### src/rtl/pipe_ctrl.sv
// Pipeline control: cumulative stall merge, multi-cycle flush sequencing with redirect PC,
// stall watchdog. Define PIPE_CTRL_PERF_EN to build the stall/flush performance counters.
module pipe_ctrl #(
  parameter int unsigned STAGES    = 6,
  parameter int unsigned FLUSH_LEN = 1,
  parameter int unsigned TIMEOUT   = 255,
  parameter int unsigned CNT_W     = 32
) (
  input  logic              clk,
  input  logic              rst,
  input  logic [STAGES-1:0] stallreq_i,
  input  logic              flush_req_i,
  input  logic [31:0]       flush_pc_i,
  output logic [STAGES-1:0] stall_o,
  output logic              flush_o,
  output logic [31:0]       new_pc_o,
  output logic              stall_timeout_o,
  output logic [CNT_W-1:0]  stall_cycles_o,
  output logic [CNT_W-1:0]  flush_count_o
);

  localparam int unsigned LenW = (FLUSH_LEN > 1) ? $clog2(FLUSH_LEN) : 1;
  localparam int unsigned WdW  = $clog2(TIMEOUT + 1);
  localparam logic [LenW-1:0] LenMax = LenW'(FLUSH_LEN - 1);
  localparam logic [WdW-1:0]  WdMax  = WdW'(TIMEOUT);

  typedef enum logic [0:0] {StIdle, StFlush} state_e;

  state_e            state_q, state_d;
  logic [LenW-1:0]   len_q, len_d;
  logic [31:0]       pc_q, pc_d;
  logic [WdW-1:0]    wd_q, wd_d;
  logic              tmo_q, tmo_d;
  logic [STAGES-1:0] stall_merge;
  logic              stalling;
  logic              flush_start;

  // A stall at stage k must also hold every older stage below it.
  always_comb begin
    logic acc;
    acc         = 1'b0;
    stall_merge = '0;
    for (int k = STAGES - 1; k >= 0; k--) begin
      acc            = acc | stallreq_i[k];
      stall_merge[k] = acc;
    end
  end

  assign stall_o         = (rst && (state_q == StIdle)) ? stall_merge : '0;
  assign stalling        = |stall_o;
  assign flush_o         = (state_q == StFlush);
  assign new_pc_o        = pc_q;
  assign stall_timeout_o = tmo_q;

  always_comb begin
    state_d     = state_q;
    len_d       = len_q;
    pc_d        = pc_q;
    wd_d        = wd_q;
    tmo_d       = tmo_q;
    flush_start = 1'b0;

    unique case (state_q)
      StIdle: begin
        if (flush_req_i) begin
          state_d     = StFlush;
          pc_d        = flush_pc_i;
          len_d       = LenMax;
          flush_start = 1'b1;
        end
      end
      StFlush: begin
        if (flush_req_i) begin
          pc_d  = flush_pc_i;
          len_d = LenMax;
        end else if (len_q == '0) begin
          state_d = StIdle;
        end else begin
          len_d = len_q - 1'b1;
        end
      end
      default: state_d = StIdle;
    endcase

    if (flush_start) begin
      wd_d  = '0;
      tmo_d = 1'b0;
    end else if (stalling) begin
      if (wd_q != WdMax) wd_d = wd_q + 1'b1;
      // This edge closes the TIMEOUT-th consecutive stall cycle.
      if (wd_q >= WdMax - 1'b1) tmo_d = 1'b1;
    end else begin
      wd_d = '0;
    end
  end

  always_ff @(posedge clk) begin
    if (!rst) begin
      state_q <= StIdle;
      len_q   <= '0;
      pc_q    <= '0;
      wd_q    <= '0;
      tmo_q   <= 1'b0;
    end else begin
      state_q <= state_d;
      len_q   <= len_d;
      pc_q    <= pc_d;
      wd_q    <= wd_d;
      tmo_q   <= tmo_d;
    end
  end

`ifdef PIPE_CTRL_PERF_EN
  logic [CNT_W-1:0] stall_cycles_q, stall_cycles_d;
  logic [CNT_W-1:0] flush_count_q, flush_count_d;

  // Restarts during a flush count as new flushes.
  always_comb begin
    stall_cycles_d = stall_cycles_q;
    flush_count_d  = flush_count_q;
    if (stalling && (stall_cycles_q != '1)) stall_cycles_d = stall_cycles_q + 1'b1;
    if (flush_req_i && (flush_count_q != '1)) flush_count_d = flush_count_q + 1'b1;
  end

  always_ff @(posedge clk) begin
    if (!rst) begin
      stall_cycles_q <= '0;
      flush_count_q  <= '0;
    end else begin
      stall_cycles_q <= stall_cycles_d;
      flush_count_q  <= flush_count_d;
    end
  end

  assign stall_cycles_o = stall_cycles_q;
  assign flush_count_o  = flush_count_q;
`else
  assign stall_cycles_o = '0;
  assign flush_count_o  = '0;
`endif

endmodule

### config.mk
export PLATFORM = sky130hd
export DESIGN_NAME = pipe_ctrl
export DESIGN_NICKNAME = d
export VERILOG_FILES = /design/src/rtl/pipe_ctrl.sv
export SDC_FILE = /design/constraint.sdc
export NUM_CORES = 1
export LEC_CHECK = 0
export ABC_AREA = 1
export CAP_MARGIN = 20
export CORE_MARGIN = 2
export CORE_UTILIZATION = 39
export CTS_CLUSTER_SIZE = 16
export DETAILED_ROUTE_END_ITERATION = 16
export PLACE_DENSITY = 0.83
export SLEW_MARGIN = 10
export SYNTH_ARGS = -nofsm -noshare
export SYNTH_HDL_FRONTEND = slang
export SYNTH_SLANG_ARGS = --single-unit
### constraint.sdc
create_clock -name clk -period 3.09 [get_ports clk]
set_input_delay 0.927 -clock clk [delete_from_list [all_inputs] [get_ports clk]]
set_output_delay 0.927 -clock clk [all_outputs]
set_load 0.02 [all_outputs]
[Word-level counts from Yosys, hierarchy flattened]
Cells that the tools add are included.
Storage, ports and cells
  register bits: 43
  word-level logic and storage cells: 34
Operators by class
  magnitude comparators: 1
  multiplexer cells: 11
  eq/ne operators: 2
  add/subtract/negate cells: 2
  reduce and logical (&&, ||, !) cells: 5
  bitwise gates (word level): 8
Operators by type and width (count)
  two-way mux 32 bit: 1
  adder 8 x 1 -> 8 bit (second input constant): 1
  greater-or-equal comparator 8 bit (second input constant): 1
  != test 8 bit (second input constant): 1
  two-way mux 1 bit: 7
  two-way mux 6 bit: 1
  OR reduction 6 bit: 1
  bitwise OR 1 bit: 5
  case mux 1 bit (2 select lines): 2
  inverter 1 bit: 3
  OR reduction 3 bit: 1
  != test 2 bit (second input constant): 1
  AND reduction 2 bit: 1
  OR reduction 2 bit: 1
  logical AND 1 bit: 1
  subtractor 1 bit (second input constant): 1

[Depth between registers and ports, before layout]
Gate-level depths: netlist of the first run.
  depth after elaboration: 9
  depth in mapped cells: 9
  depth with buffers taken out: 9

[Worst setup path before layout of the first run]
OpenSTA, ideal clock, no wires.
  kind: input -> output
  start point: in rst
  end point: out stall_o[3]
  slack: 678 ps
  data required time: 2163 ps
  stages on the path: 4
  data arrival time: 1485 ps
  buffers on the path: 0
  cells stage by stage: inv_2 nor2_4 inv_1 a21oi_1
Between the ends
  word-level cells in the longest chain between the ends: 2
Ends and longest elaborated chain
  start: declaration: line 10  | input logic rst,
  logical AND 1 bit: line 49  | assign stall_o = (rst && (state_q == StIdle)) ? stall_merge : '0;
  two-way mux 6 bit: line 49
  end: declaration: line 14  | output logic [STAGES-1:0] stall_o,
No other way between the ends.

[Worst setup path after layout of the first run]
Ends and elaborated chain as after synthesis.

==> flow_summary.yaml, run 1 <==
status:
  status: "completed"
synth:
  synthTopCellsByArea: "dfxtp_1 39%, buf_4 22%, nor2_1 15%, o21ai_0 7.6%, nand2_1 2.9%"
  ys_ff_latch: 42
  yosysTopAreaCellShare: 0.387
  yosysTopAreaCell: "dfxtp_1"
  netlist_area_sq_mm: 0.00217
  seq_area_frac_synth: 0.387
  syn_inst: 293
  synth_warnings: 0
  synth.avg_cell_area_sq_um: 7.41
  yosysUniqueCellTypes: 23
floorplan:
  coreArea_sq_mm: 0.00544
  die_h_um: 78.6
  dieArea_sq_mm: 0.00618
  rows: 27
  ios: 145
  start_util: 0.399
  fp.dieW_um: 78.6
finish:
  nets: 417
  area_growth_pct: 33.6
  num_antenna_cells: 0
  design_area_sq_mm: 0.00290
  nFillCells: 509
  drive_gt1_frac: 0.0802
place:
  place_ws_ns: -0.342
  placed_area_sq_mm: 0.00281
  portBuffers: 80
  hpwl_um: 3300
  gp_congestion: 0.786
global_routing:
  grt_pass1_vias: 1585
  antenna_found_initial: 0
  overflow: 0
  track_usage: 0.143
  grt_max_degree: 34
  grt_pass1_wl_um: 7070
detailed_routing:
  via_count: 1813
  drt-total-wl_um: 4470
  wl_per_cell_um: 10.0
  drt_iter0_markers: 53
  viasPerCell: 4.07
  antenna_left: 0
  drt_first_pass_iters: 4
  route.detailed.drc: 0
sta:
  fmax_mhz: 335
  slew_viol_final: 0
  finalSetupViolCount: 0
  fin_setup_tns_ns: 0
  hold_viol: 0
  rsz0062_at_grt: "no"
  period_needed_ns: 2.99
  finalClockSkew_ns: 0.00628
  min_period_over_period: 0.967
  final.setup.worst_slack_ns: 0.101
min_path:
  min_to: "stall_timeout_o"
  min_delay_path_depth: 2
  hp-start: "stall_timeout_o"
  hold_class: "reg2reg"
worst_setup_path:
  worstPathCellList: "clkdlybuf4s50_1 > inv_2 > nor2_4 > inv_1 > a21oi_1 > buf_4"
  worstPathMaxFanout: 4
  endpoint_kind: "output pin"
  crit_path_start_kind: "primary input"
  crit_cells: 6
  r2r_cells: 7
  worstPathBufferInverterCount: 4
  regToRegSetupSlack_ns: 1.78
  worstReg2RegEnd: "wd_q[6]"
  path_class: "in2out"
  cp_data_required_time_ns: 2.16
  crit_slowest_cell: "clkdlybuf4s50_1"
  timing.rr.start: "wd_q[1]"
  slowest_delay_ns: 0.50
  cp_top_family: "buffers and inverters"
  worstPathArrival_ns: 2.06
clock_network:
  clk_latency_ns: 0.29
  cts_max_path_buffers: 2
  cts_root_buf: "clkbuf_8"
  cts_tree: "yes"
  cts.sinks: 42
  cts_made_buffers: 5
  ctsHoldBuffers: 0
  path_clk_slew_ns: 0.07
  htreeDepth: 2
power_and_ir_drop:
  p_leak_nw: 1.36
  power.density_mw_per_mm2: 461
  vdd_drop_max_mv: 0.272
flow_run:
  max_cap_violations: 0
## cells in the mapped netlist
| cell | count |
|---|---|
| nand3b_1 | 1 |
| inv_1 | 15 |
| buf_4 | 64 |
| inv_2 | 2 |
| clkinv_2 | 1 |
| nand4_1 | 1 |
| ha_1 | 2 |
| a21oi_1 | 2 |
| dfxtp_1 | 42 |
| conb_1 | 1 |
| o21ai_0 | 33 |
| nand2_4 | 2 |
| and2_1 | 1 |
| buf_2 | 1 |
| nor2_1 | 85 |
| nand2_1 | 17 |
| clkbuf_1 | 7 |
| nand3_2 | 1 |
| xor2_1 | 4 |
| nand2_2 | 3 |
| buf_1 | 1 |
| nor2_4 | 3 |
| nand3_1 | 4 |
## metrics by stage
step	util	cells	hold slack, ns	power, mW
finish	0.533	446	0.456	1.34
floorplan	-	356	0.527	0.835
detailed placement	0.517	439	0.446	0.913
global route	0.533	446	0.484	1.40
CTS	0.539	446	0.459	1.35
global placement	0.517	439	0.442	0.909
## registers in the layout (all words and copies together) (netlist names)
register / cells
flush_o: 1
new_pc_o: 32
wd_q: 8
stall_timeout_o: 1
## layout make-up
| class | count | area [sq um] | share of cell area |
|---|---|---|---|
| clock buffer | 6 | 82.6 | 0.0285 |
| clock inverter | 1 | 30.0 | 0.0103 |
| inverter | 18 | 68.8 | 0.0237 |
| multi-input combinational | 223 | 986 | 0.340 |
| sequential | 42 | 841 | 0.290 |
| tap | 72 | 90.1 | 0.0310 |
| timing repair buffer | 84 | 803 | 0.277 |
## how the worst max path moves through the flow
| stage | startpoint | to | slack, ns |
|---|---|---|---|
| 2_1_floorplan | rst | stall_o[3] | 0.68 |
| 3_3_place_gp | rst | stall_o[3] | -0.33 |
| 3_5_place_dp | rst | stall_o[3] | -0.34 |
| 6_report | rst | stall_o[3] | 0.10 |
| 4_1_cts | rst | stall_o[3] | -0.001 |
| 5_1_grt | rst | stall_o[3] | 0.002 |
## worst register-to-register path, stage by stage (launching register included)
cell and delay (ns):
dfxtp_1 0.42, ha_1 0.21, inv_1 0.07, nor2_4 0.17, inv_1 0.05, o21ai_0 0.15, nand2_1 0.08, nor2_1 0.10
## placed cells by master (no fill, tap or decap)
cell type and instances:
clkbuf_2 4, dfxtp_1 42, o21ai_0 33, clkbuf_8 6, nand3_2 1, conb_1 64, nand2_2 3, inv_2 2
nor2_1 84, inv_1 15, xor2_1 4, buf_4 5, nand4_1 1, a21oi_1 2, ha_1 2, nor2_4 3
nor2_2 1, clkinv_2 1, bufinv_16 1, nand3b_1 1, clkdlybuf4s50_1 74, buf_2 1, and2_1 1, nand3_1 4
nand2_4 2, nand2_1 17
## what timing repair did
item,4_1_cts,5_1_grt
buffers inserted,0,0
pin swaps,0,1
gates resized for setup,14,8
setup endpoints to repair,6,6
## cells by family after synthesis
group                      Yosys count  share of synthesized area
and+or+nand+nor                    118                      0.234
buffers and inverters               91                      0.269
DFF                                 42                      0.387
AOI/OAI and AO/OA                   35                     0.0806
xor gates and xnor gates             4                     0.0161
adders and majority gates            2                     0.0115
other                                1                    0.00173
## layer usage
metal | global-route usage | routed length, um | part of all wire | up-vias
li1 | - | - | - | 931
met1 | 0.162 | 1880 | 0.42 | 783
met2 | 0.232 | 1990 | 0.45 | 95
met3 | 0.0701 | 561 | 0.13 | 4
met4 | 0.0474 | 33 | 0.0074 | 0
met5 | 0 | 0 | 0 | -
## report_power, final
group	leakage [nW]	internal, mW	switching [mW]	total [mW]
registers	0.347	0.572	0.0153	0.587
logic	0.951	0.123	0.187	0.309
clock network	0.0573	0.259	0.182	0.441
total	1.36	0.953	0.384	1.34
No activity file was read; power rests on OpenSTA's default activity.
==> inputs of run 2 (changes only) <==
--- a/config.mk
+++ b/config.mk
@@ -7,7 +7,6 @@
 export LEC_CHECK = 0
 export ABC_AREA = 1
 export CAP_MARGIN = 20
-export CORE_MARGIN = 2
 export CORE_UTILIZATION = 39
 export CTS_CLUSTER_SIZE = 16
 export DETAILED_ROUTE_END_ITERATION = 16
==> run 2 against run 1 <==
Against the previous run:
- critical path depth unchanged
- die area decreased by 5.0%
- setup slack got worse by 0.018 ns
- worst hold slack improved by 0.0030 ns
- design area increased by 0.65%
- clock skew decreased by 0.0043 ns
- maximum frequency decreased by 0.61%
- combinational power about the same
- wire length increased by 6.4%
- critical path type unchanged
- flip-flop and latch count unchanged
- largest cell class unchanged
- non-clock buffer count increased by 2
==> flow_summary.yaml, run 2 (synthesis gave the netlist of run 1 again) <==
status:
  status: "completed"
finish:
  final_common_cell: "nor2_1"
  stdcell_count: 447
  design_area_sq_mm: 0.00292
  num_antenna_cells: 0
  mostFrequentLayoutCells: "84 x nor2_1, 74 x clkdlybuf4s50_1, 64 x conb_1"
  regArea_sq_um: 841
  drive_gt1_frac: 0.0796
  area_growth_pct: 34.4
  nFillCells: 478
  nets: 419
  largest_register_ffs: 32
  multiInputGateArea_sq_um: 991
place:
  gp_congestion: 0.796
  dpl.cell_count: 438
  hpwl_um: 3460
  portBuffers: 80
  placed_area_sq_mm: 0.00282
  place_ws_ns: -0.303
global_routing:
  antenna_found_initial: 0
  grt_max_degree: 34
  grt_pass1_vias: 1737
  overflow: 0
  track_usage: 0.169
  grt_pass1_wl_um: 7860
worst_setup_path:
  slowest_delay_ns: 0.50
  timing.rr.start: "wd_q[1]"
  worstReg2RegEnd: "wd_q[6]"
  crit_path_start_kind: "primary input"
  worstPathMaxFanout: 4
  endpoint_kind: "output pin"
  critPathCapture: "stall_o[1]"
  worstPathCellList: "clkdlybuf4s50_1 > inv_2 > nor2_4 > nand2_2 > nand2_1 > clkdlybuf4s15_1"
  crit_cells: 6
  cp_data_required_time_ns: 2.16
  startpoint: "rst"
  cp_top_family: "buffers and inverters"
  worstPathArrival_ns: 2.08
  crit_slowest_cell: "clkdlybuf4s50_1"
  r2r_cells: 7
  path_class: "in2out"
  worstPathBufferInverterCount: 3
  regToRegSetupSlack_ns: 1.70
clock_network:
  cts_tree: "yes"
  cts_made_buffers: 5
  htreeDepth: 2
  clk_latency_ns: 0.29
  cts_root_buf: "clkbuf_8"
  path_clk_slew_ns: 0.07
  ctsHoldBuffers: 0
  cts.sinks: 42
  cts_max_path_buffers: 2
detailed_routing:
  via_count: 1861
  wl_per_cell_um: 10.6
  antenna_left: 0
  route.detailed.drc: 0
  drt_first_pass_iters: 4
  drt_iter0_markers: 105
  drt-total-wl_um: 4750
  viasPerCell: 4.16
floorplan:
  ios: 145
  rows: 26
  dieArea_sq_mm: 0.00587
  start_util: 0.415
  fp.dieW_um: 76.6
  coreArea_sq_mm: 0.00524
  die_h_um: 76.6
power_and_ir_drop:
  clockPowerShare: 0.321
  pwr-share-comb: 0.235
  switching_share: 0.292
  p_leak_nw: 1.36
  total_power_mw: 1.33
  power_frac_seq: 0.444
  p_int_mw: 0.938
  power.density_mw_per_mm2: 454
  vdd_drop_max_mv: 0.319
  p_sw_mw: 0.387
sta:
  finalSetupViolCount: 0
  finalClockSkew_ns: 0.00201
  slew_viol_final: 0
  min_period_over_period: 0.973
  period_needed_ns: 3.01
  hold_viol: 0
  fmax_mhz: 333
  final.setup.worst_slack_ns: 0.0831
  rsz0062_at_grt: "no"
min_path:
  hold_class: "reg2reg"
flow_run:
  max_cap_violations: 0
[run 2: cell count changes in the layout (fill, tap and decap cells not counted)]
cell,change
clkdlybuf4s15_1,+2
nand3_1,-1
clkbuf_8,-1
clkbuf_1,+2
clkbuf_2,-1
buf_4,+1
nand3_2,+1
[run 2: layout make-up]
| class | count | area share |
|---|---|---|
| Clock buffer | 7 | 0.0261 |
| Tap cell | 70 | 0.0300 |
| Multi-Input combinational cell | 223 | 0.339 |
| Clock inverter | 1 | 0.0103 |
| Timing Repair Buffer | 86 | 0.283 |
| Sequential cell | 42 | 0.288 |
| Inverter | 18 | 0.0236 |
[run 2: what timing repair did]
| item | CTS | global route |
|---|---|---|
| pin swaps | 1 | 1 |
| buffers inserted | 0 | 1 |
| hold endpoints to repair | 0 | 0 |
| gates resized for setup | 11 | 8 |
| endpoints found under the setup margin | 6 | 6 |
[run 2: layer usage]
metal | global-route usage | wire, um | up-vias
li1 | - | - | 938
met2 | 0.295 | 2340 | 97
met5 | 0 | 0 | -
met3 | 0.0707 | 448 | 6
met4 | 0.0596 | 62 | 0
met1 | 0.180 | 1900 | 820
[run 2: worst reg2reg max path, delay by kind of cell, from the launching register on]
family / cells / cell delay (ns)
flip-flops: 1 / 0.43
buffers and inverters: 2 / 0.15
AND/OR/NAND/NOR: 3 / 0.37
adder cells (fa/ha/maj): 1 / 0.22
AO/OA/AOI/OAI: 1 / 0.18
[run 2: worst min path at each step]
stage | startpoint | to | slack [ns] | depth (start not counted)
after detailed placement | stall_timeout_o | stall_timeout_o | 0.45 | 2
after CTS | stall_timeout_o | stall_timeout_o | 0.46 | 2
after floorplan | stall_timeout_o | stall_timeout_o | 0.53 | 2
after global routing | stall_timeout_o | stall_timeout_o | 0.50 | 2
final | stall_timeout_o | stall_timeout_o | 0.46 | 2
after global placement | stall_timeout_o | stall_timeout_o | 0.45 | 2
[run 2: metrics by stage]
step                      utilization  hold slack [ns]  TNS, ns
after floorplan                     -            0.527        0
after global placement          0.538            0.448    -1.50
after detailed placement        0.538            0.451    -1.57
after CTS                       0.559            0.463        0
after global routing            0.558            0.503        0
final                           0.558            0.459        0
[run 2: power groups by stage]
| stage | Sequential, mW | Clock, mW | Combinational [mW] |
|---|---|---|---|
| 6_report | 0.588 | 0.426 | 0.312 |
| 5_1_grt | 0.593 | 0.456 | 0.338 |
| 4_1_cts | 0.588 | 0.437 | 0.313 |
| 3_5_place_dp | 0.600 | 0 | 0.314 |
| 3_3_place_gp | 0.598 | 0 | 0.311 |
| 2_1_floorplan | 0.635 | 0 | 0.199 |
